`config.mk`:
```
export PLATFORM = sky130hd
export DESIGN_NAME = run_ctrl
export DESIGN_NICKNAME = d
export VERILOG_FILES = /design/src/rtl/run_ctrl.sv
export SDC_FILE = /design/constraint.sdc
export NUM_CORES = 1
export LEC_CHECK = 0
export ABC_AREA = 1
export CORE_UTILIZATION = 55
export CTS_BUF_LIST = sky130_fd_sc_hd__clkbuf_8
export CTS_CLUSTER_SIZE = 25
export DETAILED_ROUTE_END_ITERATION = 10
export GPL_ROUTABILITY_DRIVEN = 0
export HOLD_SLACK_MARGIN = 0.06
export PLACE_DENSITY = 0.88
export SYNTH_ARGS = -nofsm -noshare
export SYNTH_HDL_FRONTEND = slang
export SYNTH_SLANG_ARGS = --single-unit
```
`constraint.sdc`:
```
create_clock -name clk -period 3.6 [get_ports clk]
set_input_delay 0.72 -clock clk [delete_from_list [all_inputs] [get_ports clk]]
set_output_delay 0.72 -clock clk [all_outputs]
set_load 0.02 [all_outputs]
```
`src/rtl/run_ctrl.sv`:
```
// -----------------------------------------------------------------------------
// run_ctrl
//
// Run controller sitting between the board/bench reset source and the MIPS
// core. After the external asynchronous reset is released it holds the core in
// synchronous reset for a fixed number of edges, then enables the core and
// counts run cycles. The run ends when the fetch PC reaches the end of the
// program (done) or when a watchdog limit is hit (timeout). Both terminal
// states are held until the next external reset.
//
// Parameters
//   END_ADDR    first address past the program; PC + 4 >= END_ADDR ends the run
//   RST_CYCLES  rising edges core_reset is held high after reset release (>= 1)
//   TIMEOUT     watchdog limit in RUN cycles (>= 2)
//
// Ports
//   clk         in   1   system clock, rising edge
//   reset       in   1   asynchronous, active-low
//   pc          in   32  IF-stage PC from the core
//   pc_valid    in   1   pc is meaningful this cycle
//   core_reset  out  1   synchronous active-high reset into the core
//   core_en     out  1   core clock enable, high only while running
//   done        out  1   sticky, program reached END_ADDR
//   timeout     out  1   sticky, watchdog expired
//   cycle_cnt   out  32  number of RUN edges elapsed
// -----------------------------------------------------------------------------
module run_ctrl #(
  parameter logic [31:0] END_ADDR   = 32'h0000_5000,
  parameter int unsigned RST_CYCLES = 4,
  parameter int unsigned TIMEOUT    = 10000
) (
  input  logic        clk,
  input  logic        reset,
  input  logic [31:0] pc,
  input  logic        pc_valid,
  output logic        core_reset,
  output logic        core_en,
  output logic        done,
  output logic        timeout,
  output logic [31:0] cycle_cnt
);

  localparam int unsigned HW = (RST_CYCLES > 1) ? $clog2(RST_CYCLES) : 1;
  localparam logic [HW-1:0] HOLD_LAST = HW'(RST_CYCLES - 1);
  localparam logic [HW-1:0] HOLD_ONE  = HW'(1);
  localparam logic [31:0]   TMO_LAST  = 32'(TIMEOUT - 1);

  typedef enum logic [1:0] {
    S_HOLD,
    S_RUN,
    S_DONE,
    S_TMO
  } state_t;

  state_t      r_state;
  logic [HW-1:0] r_hold_cnt;
  logic        r_core_reset;
  logic        r_core_en;
  logic        r_done;
  logic        r_timeout;
  logic [31:0] r_cycle_cnt;

  logic [32:0] w_pc_next;
  logic        w_end;

  // 33-bit sum so a PC near the top of the address space cannot wrap below
  // END_ADDR and be missed.
  assign w_pc_next = {1'b0, pc} + 33'd4;
  assign w_end     = pc_valid && (w_pc_next >= {1'b0, END_ADDR});

  always_ff @(posedge clk or negedge reset) begin
    if (!reset) begin
      r_state      <= S_HOLD;
      r_hold_cnt   <= '0;
      r_core_reset <= 1'b1;
      r_core_en    <= 1'b0;
      r_done       <= 1'b0;
      r_timeout    <= 1'b0;
      r_cycle_cnt  <= '0;
    end else begin
      case (r_state)
        S_HOLD: begin
          r_hold_cnt <= r_hold_cnt + HOLD_ONE;
          // Leaving on the RST_CYCLES-th edge makes the core sample exactly
          // RST_CYCLES reset edges.
          if (r_hold_cnt == HOLD_LAST) begin
            r_state      <= S_RUN;
            r_core_reset <= 1'b0;
            r_core_en    <= 1'b1;
          end
        end
        S_RUN: begin
          r_cycle_cnt <= r_cycle_cnt + 32'd1;
          // End of program has priority over the watchdog on the same edge.
          if (w_end) begin
            r_state   <= S_DONE;
            r_done    <= 1'b1;
            r_core_en <= 1'b0;
          end else if (r_cycle_cnt == TMO_LAST) begin
            r_state   <= S_TMO;
            r_timeout <= 1'b1;
            r_core_en <= 1'b0;
          end
        end
        default: begin
          // DONE and TMO are terminal until the external reset.
        end
      endcase
    end
  end

  assign core_reset = r_core_reset;
  assign core_en    = r_core_en;
  assign done       = r_done;
  assign timeout    = r_timeout;
  assign cycle_cnt  = r_cycle_cnt;

endmodule
```
Word-level counts from Yosys, hierarchy flattened --
Index checks and enable logic that the tools add are counted.
Storage, ports and cells: flip-flop bits (word level) 40, latch bits 0, memory bits (writable) 0, memory bits (read-only) 0, input port bits 35, output and inout bits 36, logic and storage cells 32, memories 0
Cells by class: add/subtract/negate cells 3, $mul 0, divide/modulo/power cells 0, $lt $le $gt $ge 1, equal/unequal tests 5, shift-type cells 0, mux-type cells 8, bitwise gates (word level) 1, reduce and logical (&&, ||, !) cells 7
Operators by type and width (count):
- 32-bit by 3-bit adder with 33-bit output (second input constant) | 1
- 33-bit by 15-bit greater-or-equal comparator with 1-bit output (second input constant) | 1
- 32-bit by 1-bit adder with 32-bit output (second input constant) | 1
- 32-bit by 14-bit equality test with 1-bit output (second input constant) | 1
- 2-bit 2-to-1 mux | 3
- 3-bit AND reduction | 2
- 2-bit one-hot mux with 2 select lines | 1
- 2-bit AND reduction | 2
- 1-bit 2-to-1 mux | 3
- 3-bit inequality test (second input constant) | 1
- 2-bit by 1-bit adder with 2-bit output (second input constant) | 1
- 2-bit by 1-bit equality test with 1-bit output (second input constant) | 1
- 2-bit equality test (second input constant) | 1
- 2-bit logical NOT | 1
- 2-bit inequality test (second input constant) | 1
- 1-bit one-hot mux with 2 select lines | 1
- 2-bit nonzero test | 1
- 1-bit logical AND | 1
- 1-bit inverter | 1

Logic depth before layout (Yosys ltp) --
Gate-level depths: netlist of run 1.
word-level depth 5, gate-level depth with buffers 15, depth with buffers taken out 15

Least setup slack after synthesis of run 1 --
Ideal clock, no wire load.
path type input to register, from in pc[5], to reg r_state[1], setup time 0.117 ns, data arrival time 1.890 ns, required time 3.483 ns, path slack 1.593 ns, stages on the path 15, buffers on the path 0, path through nand2_1 -> nor2_1 -> nand2_1 -> nor2_2 -> nand2_1 -> nand2_1 -> nand2_1 -> nor2_1 -> nand2_1 -> nor2_1 -> nand3_1 -> nand3_2 -> nand2_1 -> nand2_1 -> nand2_1
On the way: longest elaborated chain between the ends 5, elaborated cells between the ends (all ways) 7, those cells by class add/sub (1); order compare (1); eq/ne (1); mux (2); reduce/logical (2)
RTL lines:
- start: declaration | RTL line 34 | input logic [31:0] pc,
- 32-bit by 3-bit adder with 33-bit output * | RTL line 68 | assign w_pc_next = {1'b0, pc} + 33'd4;
- 33-bit by 15-bit greater-or-equal comparator with 1-bit output * | RTL line 69 | assign w_end = pc_valid && (w_pc_next >= {1'b0, END_ADDR});
- 1-bit logical AND * | RTL line 69
- 3-bit inequality test (no line) or 2-bit 2-to-1 mux (tied branches)
- 3-bit AND reduction (no line) or 2-bit one-hot mux with 2 select lines (tied branches)
- end signal: assignment | RTL line 73 | r_state <= S_HOLD;
- end signal: assignment | RTL line 87 | r_state <= S_RUN;
- end signal: assignment | RTL line 96 | r_state <= S_DONE;
- end: declaration | RTL line 55 | state_t r_state;
Every way passes the cells marked *; elsewhere a longest branch is shown, timed or not. A chain may end at the register's enable or synchronous reset.

Worst setup path after layout of run 1 --
from in pc[14], to reg r_state[1]
Same word-level chain as after synthesis.

==> results of run 1 <==
## kinds of logic (layout without fill, tap and decap cells)
| family | Yosys count | after routing | share of synthesized area |
|---|---|---|---|
| AND/OR/NAND/NOR | 295 | 295 | 0.468 |
| buffers and inverters | 50 | 126 | 0.0657 |
| XOR/XNOR | 29 | 29 | 0.0883 |
| flip-flops | 40 | 40 | 0.348 |
| adder cells (fa/ha/maj) | 2 | 2 | 0.00870 |
| multiplexers | 1 | 1 | 0.00391 |
| AO/OA/AOI/OAI | 8 | 8 | 0.0165 |
## metal layers
metal | global-route usage | part of all wire | vias up
li1 | - | - | 1475
met1 | 0.346 | 0.41 | 1443
met2 | 0.531 | 0.53 | 106
met3 | 0.0515 | 0.053 | 11
met4 | 0.119 | 0.015 | 0
met5 | 0 | 0 | -
## stage by stage
stage	worst slack, ps	hold slack (ps)	cell area, sq um	cells
global route	767	478	3750	568
finish	959	455	3750	568
floorplan	1590	424	2880	425
global placement	730	433	3640	560
CTS	984	457	3750	568
detailed placement	682	446	3640	560
## state kept, by name (all words and copies together) (netlist names)
name / flops
done: 1
r_state: 2
r_hold_cnt: 2
core_reset: 1
core_en: 1
timeout: 1
cycle_cnt: 32
## cell type report
type | instances | area share
sequential | 40 | 0.267
multi-input combinational | 335 | 0.450
inverter | 50 | 0.0504
clock inverter | 3 | 0.0114
tap | 67 | 0.0224
timing repair buffer | 68 | 0.180
clock buffer | 5 | 0.0184
## cells in the mapped netlist
cell type	instances	share of area
o21ai_0	4	0.0070
inv_1	48	0.063
nor2_2	6	0.013
mux2_2	1	0.0039
nor3_1	6	0.010
dfstp_2	1	0.0091
nor3_2	1	0.0035
nand4_2	1	0.0043
nor4_1	4	0.0087
nor3_4	2	0.011
nand4_4	1	0.0074
o31ai_1	1	0.0026
xor2_1	22	0.067
dfrtp_1	39	0.34
o21bai_1	1	0.0026
nor2_4	3	0.012
nor2_1	75	0.098
nand3_2	3	0.010
nand2_1	143	0.19
nand3b_1	10	0.026
and2_1	3	0.0065
nand2_2	6	0.013
xnor2_1	7	0.021
clkinv_2	1	0.0017
a21oi_1	1	0.0017
nand4_1	8	0.017
a21o_1	1	0.0026
ha_1	2	0.0087
nand3_1	23	0.040
inv_2	1	0.0013
## tightest hold or removal path, stage by stage, from the launching register on
cell     delay [ps]
dfstp_2         370
inv_1            50
nor2_1           40
## power breakdown
group | switching (uW) | total, uW | leakage [uW] | internal [uW]
clock network | 165 | 370 | 0.0000541 | 205
logic | 52.0 | 98.0 | 0.00119 | 46.0
registers | 0 | 449 | 0.000540 | 449
total | 217 | 917 | 0.00179 | 700
## path summary, 6_finish.rpt
| check | startpoint | end | slack [ps] |
|---|---|---|---|
| max | pc[14] | r_state[1]$_DFFE_PN0P_ | 960 |
| min in group asynchronous | reset | cycle_cnt[25]$_DFFE_PN0P_ | 540 |
| max reg2reg | cycle_cnt[1]$_DFFE_PN0P_ | cycle_cnt[28]$_DFFE_PN0P_ | 1430 |
| max in group asynchronous | reset | cycle_cnt[2]$_DFFE_PN0P_ | 2500 |
| min | core_reset$_DFFE_PN1P_ | core_reset$_DFFE_PN1P_ | 450 |
| min reg2reg | core_reset$_DFFE_PN1P_ | core_reset$_DFFE_PN1P_ | 450 |
==> impl_metrics.json, run 1 <==
{
  "outcome": "complete, no violations",
  "crit_path_max_incr_delay_ps": 540,
  "cts_resized": 0,
  "clockBufferDepth": 2,
  "clkLatencyLatePin_ps": 300,
  "cts_sinks": 40,
  "fin_nets": 537,
  "clk_pin_slew_ps": 80,
  "boundaryPins": 71,
  "totalPowerFinal_uw": 917,
  "pwr_density_cell_mw_per_mm2": 245,
  "layout_common_cells": "143 x nand2_1, 75 x nor2_1, 67 x clkdlybuf4s50_1, 48 x inv_1, 39 x dfrtp_1",
  "num_vias": 3035,
  "detail-route-antenna-nets": 0,
  "finalHoldViolations": 0,
  "relSlewSlack": 0.411,
  "diodes": 0,
  "peakVddDrop_v": 0.000138,
  "critPathRequiredTime_ps": 3790,
  "drc": 0,
  "worst-setup-path-type": "in2reg",
  "cp_num_cells": 16,
  "grt_max_degree": 41,
  "yosysUniqueCellTypes": 30,
  "cp-end-kind": "flip-flop",
  "rsz0062_at_grt": "false",
  "path_delay_family": "simple AND/OR/NAND/NOR gates",
  "maxCapViolations": 0,
  "drt_iter0_drc": 178,
  "postLayoutCoreUtil": 0.768,
  "final_max_slew_viol_count": 0,
  "row_count": 25,
  "cp_num_buf_inv": 1,
  "grt_overflow": 0,
  "fin_skew_ps": 13.6,
  "cpMostUsedCell": "nand2_1",
  "syn_avg_cell_area_sq_um": 6.77,
  "tightest_slew_ps": 884,
  "seq_area_sq_mm": 0.00100,
  "path_cells": "clkdlybuf4s50_1 -> nand2_1 -> nor2_1 -> nand2_1 -> nor2_2 -> nand2_1 -> nand2_1 -> nand2_1 -> nor2_1 -> nand2_1 -> nor2_1 -> nand3_1 -> nand3_2 -> nand2_1 -> nand2_1 -> nand2_1",
  "clockRootBuffer": "clkbuf_8",
  "detail_route.wirelength_um": 7520,
  "clock.fmax_ghz": 0.379,
  "io_buffers": 68,
  "cts_buffers": 5,
  "track_usage": 0.295,
  "cts_tree": "built",
  "p_leak_uw": 0.00179,
  "multi_input_area_sq_mm": 0.00169,
  "dr.pass1.iters": 4,
  "start_kind": "primary input",
  "finalCritPeriodShare": 0.734,
  "crit_arrival_ps": 2830,
  "post_cts_buffers": 0,
  "syn_nets": 462,
  "setup_viol": 0,
  "synth_area_sq_mm": 0.00288,
  "path_max_fanout": 5,
  "grt_first_pass_wirelength_um": 12400,
  "dpl.hpwl_um": 6070,
  "setup-tns-final_ps": 0,
  "layout_commonest_cell": "nand2_1",
  "min_path_type": "reg2reg",
  "ys_ff_latch": 40,
  "fill_cells": 381,
  "worstHoldPathCells": 2,
  "cts_hold_buf": 0,
  "r2r_cells": 12,
  "wl_per_cell_um": 13.2,
  "ys_seq_area_frac": 0.348,
  "worst_path_max_delay_cell": "clkdlybuf4s50_1",
  "syn_inst": 425,
  "die_h_um": 74.3,
  "area_growth_syn_to_layout_pct": 30.3,
  "die_w_um": 74.3,
  "floorplan.initialDensity": 0.589,
  "antenna_found_initial": 0,
  "avgViaCountPerCell": 5.34,
  "grt_pass1_vias": 2902,
  "drive_above_1_share": 0.0719,
  "core_area_sq_mm": 0.00488,
  "post-route-min-period_ps": 2640,
  "yosys_warnings": 0,
  "dieArea_sq_mm": 0.00552,
  "htreeDepth": 2
}
No activity file was read; power rests on OpenSTA's default activity.
==> run 2, diff against run 1 <==
Settings changed: CORE_UTILIZATION 55 to 51, PLACE_DENSITY 0.88 to 0.82.
Clock period 3.6 ns to 2.5 ns, I/O delays scaled along.
==> run 2 against run 1 <==
  * Die area increased by 7.6%
  * Setup slack got worse by 790 ps
  * Routed wire length decreased by 1.7%
  * Critical path depth unchanged
  * Cell count increased by 4.9%
  * Clock-buffer cell count unchanged
  * Non-clock buffer count increased by 25
  * Clock power increased by 21%
  * Utilization decreased by 1.8 points
  * Largest cell class unchanged
  * Highest routed layer unchanged
==> impl_metrics.json, run 2 (synthesis results as in run 1) <==
{
  "worst-setup-path-type": "in2reg",
  "clockBufferDepth": 2,
  "met2_usage": 0.481,
  "io_buffers": 68,
  "finalCritPeriodShare": 0.932,
  "post-route-min-period_ps": 2330,
  "fin_nets": 562,
  "row_count": 26,
  "floorplan.initialDensity": 0.546,
  "worst_hold_slack_ps": 310,
  "largest_register_ffs": 32,
  "final_max_slew_viol_count": 0,
  "start_kind": "primary input",
  "pwr_density_cell_mw_per_mm2": 317,
  "grt-busiest-layer": "met2",
  "num_vias": 3072,
  "r2r-start": "cycle_cnt[1]$_DFFE_PN0P_",
  "path_cells": "clkdlybuf4s50_1 -> nand2_1 -> nor2_2 -> nand2_1 -> nor2_4 -> nand2_1 -> nand2_1 -> nand2_1 -> nor2_1 -> nand2_1 -> nor2_1 -> nand3_2 -> nand3_2 -> nand2_1 -> nand2_1 -> nand2_1",
  "path_max_fanout": 4,
  "grt_max_degree": 41,
  "p_leak_uw": 0.00191,
  "detail_route.wirelength_um": 7390,
  "dieArea_sq_mm": 0.00594,
  "crit_path_max_incr_delay_ps": 500,
  "setup_viol": 0,
  "pre_cts_ws_ps": -138,
  "die_h_um": 77.1,
  "use_met1": 0.325,
  "grt_overflow": 0,
  "path_delay_family": "simple AND/OR/NAND/NOR gates",
  "drc": 0,
  "dr.pass1.iters": 4,
  "postLayoutSetupSlackWorst_ps": 170,
  "drt_iter0_drc": 136,
  "outcome": "complete, no violations",
  "wl_per_cell_um": 12.4,
  "cpMostUsedCell": "nand2_1",
  "clock.fmax_ghz": 0.429,
  "cts_tree": "built",
  "r2r_slack_ps": 330,
  "cts_sinks": 40,
  "crit_arrival_ps": 2530,
  "peakVddDrop_v": 0.000188,
  "layout_common_cells": "143 x nand2_1, 70 x nor2_1, 67 x clkdlybuf4s50_1, 48 x inv_1, 39 x dfrtp_1",
  "drive_above_1_share": 0.127,
  "core_area_sq_mm": 0.00527,
  "worst_path_max_delay_cell": "clkdlybuf4s50_1",
  "area_growth_syn_to_layout_pct": 37.4,
  "track_usage": 0.272,
  "grt_pass1_vias": 3022,
  "cts_buffers": 5,
  "gr-usage-met3": 0.0429,
  "rr_endpoint": "cycle_cnt[28]$_DFFE_PN0P_",
  "fill_cells": 422,
  "avgViaCountPerCell": 5.15,
  "tightest_slew_ps": 878,
  "antenna_found_initial": 0,
  "relSlewSlack": 0.415,
  "clkLatencyLatePin_ps": 300,
  "place_inst": 588,
  "stdcell_count": 596,
  "die_w_um": 77.1,
  "post_cts_buffers": 0,
  "htreeDepth": 2,
  "dpl.hpwl_um": 5970,
  "critPathRequiredTime_ps": 2700,
  "cp_num_buf_inv": 1,
  "diodes": 0,
  "boundaryPins": 71,
  "r2r_cells": 12,
  "fin_skew_ps": 8.67,
  "finalHoldViolations": 0,
  "detail-route-antenna-nets": 0,
  "layout_commonest_cell": "nand2_1",
  "postLayoutCoreUtil": 0.750,
  "min_path_type": "in2async",
  "setup-tns-final_ps": 0,
  "cts_resized": 0,
  "cts_hold_buf": 0,
  "clk_pin_slew_ps": 80,
  "clockRootBuffer": "clkbuf_8",
  "maxCapViolations": 0,
  "grt_first_pass_wirelength_um": 13000,
  "cp-end-kind": "flip-flop"
}
[run 2: cell types whose count changed in the layout (fill, tap and decap cells not counted), sizes merged]
cell	previous run	this run
clkinv	2	4
buf	1	26
bufinv	1	0
clkinvlp	1	0
[run 2: final cells by class]
class	count	area, sq um	area share
multi-input combinational	335	1720	0.436
clock buffer	5	68.8	0.0174
inverter	50	189	0.0478
clock inverter	3	18.8	0.00475
tap	70	87.6	0.0222
timing repair buffer	93	863	0.218
sequential	40	1000	0.254
[run 2: how the worst max path moves through the flow]
stage / endpoint / cells past startpoint / from / slack [ps]
after floorplan: cycle_cnt[25]$_DFFE_PN0P_ / 10 / cycle_cnt[0]$_DFFE_PN0P_ / 620
after global placement: r_state[1]$_DFFE_PN0P_ / 16 / pc[15] / -150
after detailed placement: r_state[1]$_DFFE_PN0P_ / 16 / pc[15] / -140
after CTS: r_state[1]$_DFFE_PN0P_ / 16 / pc[15] / 180
after global routing: r_state[1]$_DFFE_PN0P_ / 16 / pc[2] / -9
final: r_state[1]$_DFFE_PN0P_ / 16 / pc[2] / 170
[run 2: power breakdown]
group	internal, uW	switching (uW)
clock network	195	251
logic	80.7	80.7
registers	646	0
[run 2: per-stage QoR]
step	instance area (sq um)	total power [uW]
after floorplan	2880	713
after global placement	3830	814
after detailed placement	3830	817
after CTS	3920	1250
after global routing	3950	1300
final	3950	1250
[run 2: metal layers]
metal / wire length, um / part of all wire / up-vias
li1: - / - / 1524
met2: 3660 / 0.50 / 104
met3: 301 / 0.041 / 17
met5: 0 / 0 / -
met1: 3250 / 0.44 / 1427
met4: 176 / 0.024 / 0
